## config.mk

```make
export PLATFORM = sky130hd
export DESIGN_NAME = spi_slave
export DESIGN_NICKNAME = d
export VERILOG_FILES = /design/src/rtl/spi_pkg.sv /design/src/rtl/spi_sync_edge.sv /design/src/rtl/spi_slave.sv
export SDC_FILE = /design/constraint.sdc
export NUM_CORES = 1
export LEC_CHECK = 0
export ABC_CLOCK_PERIOD_IN_PS = 1700
export BUFFER_PORTS_ARGS = -buffer_cell sky130_fd_sc_hd__buf_2
export CAP_MARGIN = 20
export CORE_MARGIN = 8
export CORE_UTILIZATION = 54
export DETAILED_ROUTE_END_ITERATION = 8
export HOLD_SLACK_MARGIN = 0.12
export PLACE_DENSITY = 0.8
export SYNTH_ARGS = -nofsm -noshare
export SYNTH_HDL_FRONTEND = slang
export SYNTH_HIERARCHICAL = 1
export SYNTH_SLANG_ARGS = --single-unit
```

## constraint.sdc

```tcl
create_clock -name clk_i -period 1.7 [get_ports clk_i]
set_input_delay 0.085 -clock clk_i [delete_from_list [all_inputs] [get_ports clk_i]]
set_output_delay 0.085 -clock clk_i [all_outputs]
set_load 0.01 [all_outputs]
```

## src/rtl/spi_pkg.sv

```systemverilog
// Shared SPI definitions for the master and slave ends of the link:
// mode encodings, the frame state enum and the synchroniser depth.
package spi_pkg;

  localparam logic CPOL_MODE0 = 1'b0;
  localparam logic CPHA_MODE0 = 1'b0;
  localparam logic [1:0] SPI_MODE0 = {CPOL_MODE0, CPHA_MODE0};

  localparam int unsigned SYNC_STAGES = 2;

  typedef enum logic {
    IDLE   = 1'b0,
    ACTIVE = 1'b1
  } spi_state_e;

endpackage

```

## src/rtl/spi_sync_edge.sv

```systemverilog
// Multi-flop synchroniser for one asynchronous pin, with an optional extra
// flop that turns the synchronised level into 1-cycle rise/fall strobes.
import spi_pkg::*;

module spi_sync_edge #(
  parameter logic RESET_VAL = 1'b0,
  parameter bit   EDGE_DET  = 1'b1
) (
  input  logic clk_i,
  input  logic rst_i,
  input  logic d_i,
  output logic sync_o,
  output logic rise_o,
  output logic fall_o
);

  logic [SYNC_STAGES-1:0] sync_q;

  always_ff @(posedge clk_i) begin
    if (rst_i) sync_q <= {SYNC_STAGES{RESET_VAL}};
    else       sync_q <= {sync_q[SYNC_STAGES-2:0], d_i};
  end

  assign sync_o = sync_q[SYNC_STAGES-1];

  generate
    if (EDGE_DET) begin : g_edge
      logic edge_q;

      always_ff @(posedge clk_i) begin
        if (rst_i) edge_q <= RESET_VAL;
        else       edge_q <= sync_o;
      end

      assign rise_o = sync_o & ~edge_q;
      assign fall_o = ~sync_o & edge_q;
    end else begin : g_no_edge
      assign rise_o = 1'b0;
      assign fall_o = 1'b0;
    end
  endgenerate

endmodule

```

## src/rtl/spi_slave.sv

```systemverilog
// SPI mode-0 responder: oversamples sclk/mosi/ss_n in the clk domain,
// deserialises words from mosi and shifts a preloaded word out on miso.
import spi_pkg::*;

module spi_slave #(
  parameter int unsigned BITS = 8
) (
  input  logic            clk_i,
  input  logic            rst_i,
  input  logic            sclk_i,
  input  logic            mosi_i,
  input  logic            ss_n_i,
  output logic            miso_o,
  input  logic [BITS-1:0] data_in_i,
  input  logic            data_load_i,
  output logic [BITS-1:0] data_out_o,
  output logic            data_valid_o,
  output logic            busy_o,
  output logic            tx_empty_o
);

  localparam int unsigned CNT_W = (BITS > 1) ? $clog2(BITS) : 1;
  localparam logic [CNT_W-1:0] LAST_BIT = CNT_W'(BITS - 1);

  logic sclk_rise, sclk_fall, sclk_sync_unused;
  logic ss_s, ss_rise, ss_fall;
  logic mosi_s, mosi_rise_unused, mosi_fall_unused;

  spi_sync_edge #(.RESET_VAL(1'b0), .EDGE_DET(1'b1)) u_sync_sclk (
    .clk_i(clk_i), .rst_i(rst_i), .d_i(sclk_i),
    .sync_o(sclk_sync_unused), .rise_o(sclk_rise), .fall_o(sclk_fall)
  );

  spi_sync_edge #(.RESET_VAL(1'b1), .EDGE_DET(1'b1)) u_sync_ss (
    .clk_i(clk_i), .rst_i(rst_i), .d_i(ss_n_i),
    .sync_o(ss_s), .rise_o(ss_rise), .fall_o(ss_fall)
  );

  spi_sync_edge #(.RESET_VAL(1'b0), .EDGE_DET(1'b0)) u_sync_mosi (
    .clk_i(clk_i), .rst_i(rst_i), .d_i(mosi_i),
    .sync_o(mosi_s), .rise_o(mosi_rise_unused), .fall_o(mosi_fall_unused)
  );

  spi_state_e       state_q;
  logic [CNT_W-1:0] bit_cnt_q;
  logic [BITS-1:0]  shift_q, shift_d, tx_buf_q, data_out_q;
  logic             miso_q, data_valid_q, tx_empty_q, got_rise_q;
  logic [1:0]       settle_q;
  logic             armed_q;

  assign shift_d = {shift_q[BITS-2:0], mosi_s};

  // The synchroniser resets to ss_n=1, so a pin already low at reset release
  // looks like a fall; frames only start once ss_n has been seen truly high.
  always_ff @(posedge clk_i) begin
    if (rst_i) begin
      state_q      <= IDLE;
      bit_cnt_q    <= '0;
      shift_q      <= '0;
      tx_buf_q     <= '0;
      data_out_q   <= '0;
      miso_q       <= 1'b0;
      data_valid_q <= 1'b0;
      tx_empty_q   <= 1'b1;
      got_rise_q   <= 1'b0;
      settle_q     <= '0;
      armed_q      <= 1'b0;
    end else begin
      data_valid_q <= 1'b0;
      if (settle_q != 2'(SYNC_STAGES)) settle_q <= settle_q + 2'd1;
      armed_q <= armed_q | ((settle_q == 2'(SYNC_STAGES)) & ss_s);

      if (data_load_i) tx_buf_q <= data_in_i;

      case (state_q)
        IDLE: begin
          if (ss_fall && armed_q) begin
            state_q    <= ACTIVE;
            bit_cnt_q  <= '0;
            shift_q    <= tx_buf_q;
            miso_q     <= tx_buf_q[BITS-1];
            tx_empty_q <= 1'b1;
            got_rise_q <= 1'b0;
          end
        end
        ACTIVE: begin
          if (sclk_rise) begin
            shift_q    <= shift_d;
            got_rise_q <= 1'b1;
            if (bit_cnt_q == LAST_BIT) begin
              data_out_q   <= shift_d;
              data_valid_q <= 1'b1;
              bit_cnt_q    <= '0;
            end else begin
              bit_cnt_q <= bit_cnt_q + CNT_W'(1);
            end
          end else if (sclk_fall && got_rise_q) begin
            if (bit_cnt_q == '0) begin
              shift_q    <= tx_buf_q;
              miso_q     <= tx_buf_q[BITS-1];
              tx_empty_q <= 1'b1;
            end else begin
              miso_q <= shift_q[BITS-1];
            end
          end
          // Placed after the rise handling so a coincident final bit still completes.
          if (ss_rise) begin
            state_q   <= IDLE;
            bit_cnt_q <= '0;
            miso_q    <= 1'b0;
          end
        end
        default: state_q <= IDLE;
      endcase

      if (data_load_i) tx_empty_q <= 1'b0;
    end
  end

  assign miso_o       = miso_q;
  assign data_out_o   = data_out_q;
  assign data_valid_o = data_valid_q;
  assign busy_o       = (state_q == ACTIVE);
  assign tx_empty_o   = tx_empty_q;

endmodule

```

==> results.py, run 1 <==
metrics = {
    "detailed_routing": {
        "vias": 1267,
        "drt_wl_total_um": 3295,
        "vias_per_cell": 5.214,
        "drc": 0,
        "avgRoutedWirePerCell_um": 13.56,
        "drt_iter0_drc": 43,
        "drt_pass1_iterations": 4,
        "ant_nets": 0,
    },
    "cts": {
        "path_clk_slew_ns": 0.12,
        "cts-root-buf": "clkbuf_4",
        "numCtsBuffers": 5,
        "cts_buffer_depth": 2,
        "cts_tree": "done",
        "htreeDepth": 2,
        "clock_latency_ns": 0.35,
        "clock-sinks": 43,
    },
    "finish": {
        "final_core_util_pct": 65.97,
        "final_nets": 227,
        "area_growth_pct": 18.31,
        "finalInstanceArea_sq_mm": 0.001964,
        "antenna_cells": 0,
        "stdcell_count": 243,
        "drive_gt1_share_pct": 16.67,
    },
    "job": {
        "drv_cap": 0,
    },
    "yosys": {
        "yosysWarnings": 6,
        "syn_area_per_cell_sq_um": 9.597,
        "synth_area_sq_mm": 0.001660,
        "netlist_instances": 173,
        "synth_nets": 191,
    },
    "place": {
        "dpl.hpwl_um": 2284,
        "finalWeightedCongestion": 0.8689,
        "io_buffer_count": 25,
        "placed_area_sq_mm": 0.001783,
        "dp_cells": 223,
    },
    "timing": {
        "worst_pin_slew_ns": 0.6979,
        "drv_slew": 0,
        "clock_skew_ns": 0.008122,
        "rsz0062_at_grt": "false",
        "fin_crit_ns": 1.563,
        "finalCritPeriodShare_pct": 91.95,
        "fmax_ghz": 0.6397,
        "hold_viol_final": 0,
        "max-slew-margin-rel_pct": 53.48,
        "fin_setup_tns_ns": 0,
        "setup_viol": 0,
    },
    "global_routing": {
        "grt_pass1_vias": 1293,
        "gr-total-overflow": 0,
        "grt_use_total_pct": 13.41,
        "grt_pass1_wl_um": 5582,
        "antenna_found_initial": 0,
        "grt_max_degree": 44,
    },
    "floorplan": {
        "rows": 20,
        "core_area_sq_mm": 0.002978,
        "die_h_um": 71.45,
        "ioPinCount": 26,
        "initial_utilization_pct": 55.76,
        "die_w_um": 71.45,
        "die_area_sq_mm": 0.005105,
    },
    "critical_path": {
        "end_kind": "register",
        "cp-start-kind": "register",
        "cp.arrival_ns": 1.83,
        "critPathKind": "register to register",
        "cp_max_fo": 9,
        "critPathRequiredTime_ns": 1.96,
    },
    "status": {
        "status": "completed",
    },
    "pwr": {
        "power.density_mw_per_mm2": 911.8,
        "ir_drop_v": 0.0005804,
        "power.total_w": 0.001791,
        "cellLeakagePower_nw": 0.8611,
    },
    "worst_hold_path": {
        "hp-class": "input port to register",
    },
}
[worst max-delay path, cell delays in order, from the launching register on]
cell and delay (ns):
dfxtp_1 0.36, inv_1 0.06, ha_1 0.15, nand2b_1 0.13
o21ai_4 0.38, mux2i_1 0.14, a211oi_1 0.26
[worst paths after layout]
path / endpoint / slack (ns) / startpoint / cells after the start
worst max-delay path: shift_q[4]$_SDFFE_PP0P_ / 0.14 / bit_cnt_q[0]$_SDFFE_PP0P_ / 6
worst max register to register: shift_q[4]$_SDFFE_PP0P_ / 0.14 / bit_cnt_q[0]$_SDFFE_PP0P_ / 6
worst min-delay path: settle_q[0]$_SDFFE_PP0P_ / 0.26 / rst_i / 2
worst min register to register: u_sync_ss/sync_q[1]$_SDFF_PP1_ / 0.42 / u_sync_ss/sync_q[0]$_SDFF_PP1_ / 1
[power by group]
part / internal (W) / switching [W] / leakage [nW]
clock network: 0.000160 / 0.000318 / 0.0282
registers: 0.00106 / 0.0000369 / 0.351
logic: 0.000107 / 0.000105 / 0.482
total: 0.00133 / 0.000460 / 0.861
[per-layer routing]
layer / GRT usage, % / up-vias / wire length [um]
met5: 0 / - / 0
met4: 5.669 / 0 / 64
met3: 5.160 / 9 / 176
met2: 22.04 / 31 / 1519
met1: 15.12 / 569 / 1533
li1: - / 658 / -
[placed cells by master, fill, tap and decap left out]
master / n
a211oi_1: 9
o21bai_1: 2
nand3_1: 1
o21ai_4: 1
a32oi_1: 3
nand3b_4: 1
and2_1: 1
ha_1: 4
mux2i_1: 17
o21ai_0: 1
dlygate4sd3_1: 12
inv_1: 3
buf_2: 25
or2_1: 3
nand2b_1: 2
clkinvlp_4: 1
clkinv_2: 1
clkbuf_1: 1
buf_4: 1
clkbuf_4: 5
nand2_1: 18
a21oi_1: 15
nand3b_1: 1
dfxtp_1: 43
nor2b_1: 9
and3_1: 1
nor2_1: 26
nor3_1: 1
and2b_1: 1
xor2_1: 1
[state kept, by name, summed over array words and instances (netlist names)]
register and flops:
busy_o 1, u_sync_ss/sync_q 2, u_sync_sclk/sync_q 2, got_rise_q 1, data_out_o 8, bit_cnt_q 3
data_valid_o 1, settle_q 2, armed_q 1, tx_buf_q 8, miso_o 1, u_sync_sclk/g_edge.edge_q 1
u_sync_mosi/sync_q 2, u_sync_ss/g_edge.edge_q 1, tx_empty_o 1, shift_q 8
[per-stage QoR]
step           setup WS (ns)  hold slack [ns]
2_1_floorplan         0.4241           0.1566
3_3_place_gp          0.1618           0.2653
3_5_place_dp         0.03785           0.2669
4_1_cts               0.1315           0.2458
5_1_grt             0.009553           0.2849
6_report              0.1368           0.2568
[timing repair]
item	in CTS	in global routing
setup buffers	0	0
endpoints found under the hold margin	12	0
hold buffers	12	0
endpoints found under the setup margin	1	0
gates resized for setup	1	0
[cell type report]
cell class,count,area (sq um)
fill,226,1013
sequential,43,860.8
multi-input combinational,118,744.5
timing repair buffer,38,252.7
clock buffer,6,41.29
tap,33,41.29
clock inverter,2,12.51
inverter,3,11.26
Power figures use the tool's default switching activity.
==> inputs of run 2 (changes only) <==
Settings changed: ABC_CLOCK_PERIOD_IN_PS 1700 to 1850, CORE_UTILIZATION 54 to 59, PLACE_DENSITY 0.8 to 0.86.
Clock period 1.7 ns to 1.85 ns, I/O delays scaled along.
==> run 2 against run 1 <==
- via count increased by 2.1%
- maximum frequency up 3.1%
- clock skew is 0.0033 ns higher
- flip-flop and latch count unchanged
- largest cell class unchanged
- register-to-register slack improved by 0.20 ns
- combinational power shrank 8%
- critical path depth is 1 higher
- worst hold slack worse by 0.011 ns
- routed wire length shrank 0.12%
- sequential share of layout area shrank 0.50 points
- sequential power down 8%
- non-clock buffer count unchanged
==> results.py, run 2 (synthesis gave the netlist of run 1 again) <==
metrics = {
    "timing": {
        "finalCritPeriodShare_pct": 81.94,
        "fin_crit_ns": 1.516,
        "fmax_ghz": 0.6597,
        "setup_viol": 0,
        "fin_setup_tns_ns": 0,
        "rsz0062_at_grt": "false",
        "worst_pin_slew_ns": 0.6884,
        "drv_slew": 0,
        "max-slew-margin-rel_pct": 54.11,
        "clock_skew_ns": 0.01143,
        "hold_viol_final": 0,
    },
    "global_routing": {
        "grt_max_degree": 44,
        "grt.busiest_layer": "met2",
        "grt_use_total_pct": 13.84,
        "grt_pass1_wl_um": 5644,
        "grt_pass1_vias": 1289,
        "globalRouteMet3Util_pct": 5.293,
        "antenna_found_initial": 0,
        "met1_usage_pct": 15.67,
        "grt_use_met2_pct": 21.62,
        "gr-total-overflow": 0,
    },
    "critical_path": {
        "worst-r2r-cell-count": 7,
        "critPathRequiredTime_ns": 2.12,
        "startpoint": "bit_cnt_q[0]$_SDFFE_PP0P_",
        "reg2reg_slack_ns": 0.33,
        "critPathKind": "register to register",
        "r2r-end": "shift_q[0]$_SDFFE_PP0P_",
        "cp_max_fo": 9,
        "cp-start-kind": "register",
        "r2r-start": "bit_cnt_q[0]$_SDFFE_PP0P_",
        "cp.arrival_ns": 1.78,
        "end_kind": "register",
    },
    "status": {
        "status": "completed",
    },
    "cts": {
        "cts_buffer_depth": 2,
        "cts_resized": 0,
        "clock_latency_ns": 0.36,
        "cts-root-buf": "clkbuf_4",
        "numCtsBuffers": 5,
        "path_clk_slew_ns": 0.13,
        "cts_tree": "done",
        "clock-sinks": 43,
        "htreeDepth": 2,
        "postCtsSetupBuffers": 0,
    },
    "place": {
        "io_buffer_count": 25,
        "finalWeightedCongestion": 0.8821,
        "placed_area_sq_mm": 0.001780,
        "dpl.hpwl_um": 2279,
        "dp_cells": 221,
    },
    "worst_hold_path": {
        "min_from": "rst_i",
        "whs_path_depth": 2,
        "hp-class": "input port to register",
        "holdPathEnd": "tx_buf_q[2]$_SDFFE_PP0P_",
    },
    "finish": {
        "drive_gt1_share_pct": 17.14,
        "final_core_util_pct": 73.31,
        "finalInstanceArea_sq_mm": 0.001987,
        "antenna_cells": 0,
        "layout_common_cells": "dfxtp_1, nor2_1, buf_2, nand2_1, mux2i_1",
        "layout_commonest_cell": "dfxtp_1",
        "final_nets": 227,
        "stdcell_count": 241,
        "area_growth_pct": 19.67,
        "fillers": 198,
    },
    "floorplan": {
        "die_area_sq_mm": 0.004768,
        "core_area_sq_mm": 0.002710,
        "die_w_um": 69.05,
        "ioPinCount": 26,
        "die_h_um": 69.05,
        "rows": 19,
        "initial_utilization_pct": 61.26,
    },
    "detailed_routing": {
        "drt_pass1_iterations": 4,
        "vias_per_cell": 5.365,
        "ant_nets": 0,
        "avgRoutedWirePerCell_um": 13.66,
        "drt_iter0_drc": 70,
        "drt_wl_total_um": 3291,
        "drc": 0,
        "vias": 1293,
    },
    "pwr": {
        "power.total_w": 0.001824,
        "cellLeakagePower_nw": 0.8801,
        "ir_drop_v": 0.0009699,
        "power.density_mw_per_mm2": 918.2,
    },
    "job": {
        "drv_cap": 0,
    },
}
## run 2: how the worst max path moves through the flow
stage | to | slack [ns]
floorplan | shift_q[7]$_SDFFE_PP0P_ | 0.57
detailed placement | shift_q[5]$_SDFFE_PP0P_ | 0.38
CTS | shift_q[5]$_SDFFE_PP0P_ | 0.33
global placement | shift_q[2]$_SDFFE_PP0P_ | 0.50
finish | shift_q[0]$_SDFFE_PP0P_ | 0.33
global route | shift_q[2]$_SDFFE_PP0P_ | 0.23
## run 2: worst max-delay path: stages (launching register included)
cell,delay [ns]
dfxtp_1,0.41
inv_1,0.06
ha_1,0.19
nand2b_1,0.12
o21ai_2,0.08
buf_4,0.18
mux2i_1,0.13
a211oi_1,0.26
## run 2: stage by stage
stage	hold WS (ns)	setup WS, ns
finish	0.2458	0.3341
global route	0.2939	0.2255
detailed placement	0.2850	0.3791
global placement	0.2711	0.4959
floorplan	0.1641	0.5741
CTS	0.2433	0.3314
## run 2: cell type report
| cell class | instances | area, sq um | area share [%] |
|---|---|---|---|
| Clock buffer | 6 | 51.30 | 2.582 |
| Inverter | 3 | 11.26 | 0.5667 |
| Multi-Input combinational cell | 118 | 737.0 | 37.09 |
| Clock inverter | 2 | 35.03 | 1.763 |
| Timing Repair Buffer | 38 | 252.7 | 12.72 |
| Sequential cell | 43 | 860.8 | 43.32 |
| Tap cell | 31 | 38.79 | 1.952 |
## run 2: timing repair
| item | CTS | global route |
|---|---|---|
| hold buffers | 12 | 0 |
| endpoints found under the setup margin | 0 | 0 |
| endpoints found under the hold margin | 12 | 0 |
## run 2: layer usage
layer  routed length, um  share of wire [%]
met4                  75                2.3
met2                1558                 47
met3                 231                7.0
met1                1425                 43
met5                   0                  0
## run 2: power by group
group | leakage (nW) | internal [W] | switching [W] | total, W
clock network | 0.0482 | 0.000319 | 0.000297 | 0.000616
logic | 0.481 | 0.0000976 | 0.0000971 | 0.000195
registers | 0.351 | 0.000978 | 0.0000355 | 0.00101
total | 0.880 | 0.00140 | 0.000429 | 0.00182
==> inputs of run 3 (changes only) <==
Settings changed: ABC_CLOCK_PERIOD_IN_PS 1850 to 1500, CORE_UTILIZATION 59 to 54, PLACE_DENSITY 0.86 to 0.8.
Clock period 1.85 ns to 1.5 ns, I/O delays scaled along.
==> run 3 against run 2 <==
- power up 8.7%
- largest cell class unchanged
- die area is 7.1% higher
- via count is 1.2% lower
- final cell count up 0.83%
- worst hold slack worse by 0.0024 ns
- first-iteration DRC count shrank 19%
- register-to-register slack lost 0.26 ns
- clock power is 21% lower
- setup slack got worse by 0.26 ns
==> results.py, run 3 (synthesis gave the netlist of run 1 again) <==
metrics = {
    "global_routing": {
        "grt_use_total_pct": 13.19,
        "antenna_found_initial": 0,
        "grt_max_degree": 44,
        "gr-total-overflow": 0,
        "grt_pass1_vias": 1304,
        "grt_pass1_wl_um": 5457,
    },
    "finish": {
        "finalInstanceArea_sq_mm": 0.001984,
        "antenna_cells": 0,
        "final_core_util_pct": 66.64,
        "drive_gt1_share_pct": 19.52,
        "layout_commonest_cell": "dfxtp_1",
        "final_nets": 229,
        "area_growth_pct": 19.52,
        "layout_common_cells": "dfxtp_1, nor2_1, buf_2, nand2_1, mux2i_1",
    },
    "timing": {
        "setup_viol": 0,
        "fin_crit_ns": 1.425,
        "fin_hold_ws_ns": 0.2434,
        "finalCritPeriodShare_pct": 95.02,
        "rsz0062_at_grt": "false",
        "max-slew-margin-rel_pct": 73.29,
        "drv_slew": 0,
        "hold_viol_final": 0,
        "fmax_ghz": 0.7016,
        "clock_skew_ns": 0.008440,
        "fin_setup_tns_ns": 0,
        "worst_pin_slew_ns": 0.4006,
    },
    "floorplan": {
        "initial_utilization_pct": 55.76,
        "core_area_sq_mm": 0.002978,
        "rows": 20,
        "die_h_um": 71.45,
        "ioPinCount": 26,
        "die_area_sq_mm": 0.005105,
        "die_w_um": 71.45,
    },
    "worst_hold_path": {
        "hp-class": "input port to register",
    },
    "job": {
        "drv_cap": 0,
    },
    "detailed_routing": {
        "wl_met1_um": 1553,
        "drt_wl_total_um": 3229,
        "dr_wl_met2_um": 1466,
        "vias": 1278,
        "wl_met3_um": 149,
        "drc": 0,
        "vias_per_cell": 5.259,
        "ant_nets": 0,
        "drt_pass1_iterations": 4,
        "avgRoutedWirePerCell_um": 13.29,
        "top_layer_used": "met4",
        "drt_iter0_drc": 57,
    },
    "cts": {
        "htreeDepth": 2,
        "postCtsSetupBuffers": 0,
        "cts_tree": "done",
        "clock_latency_ns": 0.34,
        "clock-sinks": 43,
        "numCtsBuffers": 5,
        "path_clk_slew_ns": 0.11,
        "cts-root-buf": "clkbuf_4",
        "cts_buffer_depth": 2,
    },
    "pwr": {
        "ir_drop_v": 0.0008144,
        "power.density_mw_per_mm2": 999.0,
        "cellLeakagePower_nw": 0.8701,
    },
    "critical_path": {
        "reg2reg_slack_ns": 0.07,
        "end_kind": "register",
        "crit_path_top_delay_cell": "dfxtp_2",
        "critPathRequiredTime_ns": 1.75,
        "cp_top_family": "flip-flops",
        "slowest_delay_ns": 0.38,
        "path_buf_inv": 2,
        "cp.arrival_ns": 1.68,
        "cp_max_fo": 9,
        "critPathKind": "register to register",
        "cp-start-kind": "register",
        "cp_cell_sequence": "inv_1 > ha_1 > nand2b_1 > o21ai_2 > buf_12 > mux2i_1 > a211oi_1",
    },
    "place": {
        "finalWeightedCongestion": 0.8579,
        "io_buffer_count": 25,
        "placed_area_sq_mm": 0.001810,
        "dpl.hpwl_um": 2282,
    },
    "status": {
        "status": "completed",
    },
}
[run 3: cell types whose count changed in the layout (fill, tap and decap cells not counted), moves of 2 or more]
| cell | change |
|---|---|
| nor2b_1 | -2 |
| dfxtp_2 | +3 |
| dfxtp_1 | -3 |
| nor2b_2 | +2 |
[run 3: metrics by stage]
step | instances | power [W] | setup slack, ns
detailed placement | 225 | 0.001493 | 0.01752
global placement | 225 | 0.001473 | 0.1367
global route | 243 | 0.002084 | 0.006827
finish | 243 | 0.001982 | 0.07464
floorplan | 173 | 0.001432 | 0.2241
CTS | 243 | 0.002001 | 0.0007208
[run 3: final cells by class]
class,instances,area (sq um)
timing repair buffer,40,280.3
tap,33,41.29
clock buffer,6,41.29
sequential,43,864.6
inverter,3,11.26
fill,231,993.5
multi-input combinational,118,745.7
[run 3: timing repair]
action,4_1_cts,5_1_grt
endpoints found under the setup margin,0,17
hold buffers,12,0
endpoints found under the hold margin,12,0
resized for setup,0,6
[run 3: routing by layer]
metal,vias up,GRT usage [%]
li1,655,-
met1,590,15.16
met2,26,21.12
met3,7,4.324
met4,0,7.256
met5,-,0
[run 3: final timing paths]
check | end | from | depth (start not counted)
worst max register to register | shift_q[2]$_SDFFE_PP0P_ | bit_cnt_q[0]$_SDFFE_PP0P_ | 7
worst max-delay path | shift_q[2]$_SDFFE_PP0P_ | bit_cnt_q[0]$_SDFFE_PP0P_ | 7
worst min-delay path | u_sync_sclk/sync_q[0]$_SDFF_PP0_ | rst_i | 3
worst min register to register | u_sync_ss/sync_q[1]$_SDFF_PP1_ | u_sync_ss/sync_q[0]$_SDFF_PP1_ | 1
[run 3: power breakdown]
part           internal [W]  total [W]  switching [W]
clock network      0.000167   0.000489       0.000322
registers           0.00121    0.00125      0.0000446
logic              0.000124   0.000243       0.000119
total               0.00150    0.00198       0.000486
[run 3: worst min-delay path, stage by stage]
cell,delay [ns]
buf_2,0.09
buf_4,0.24
nor2b_1,0.14
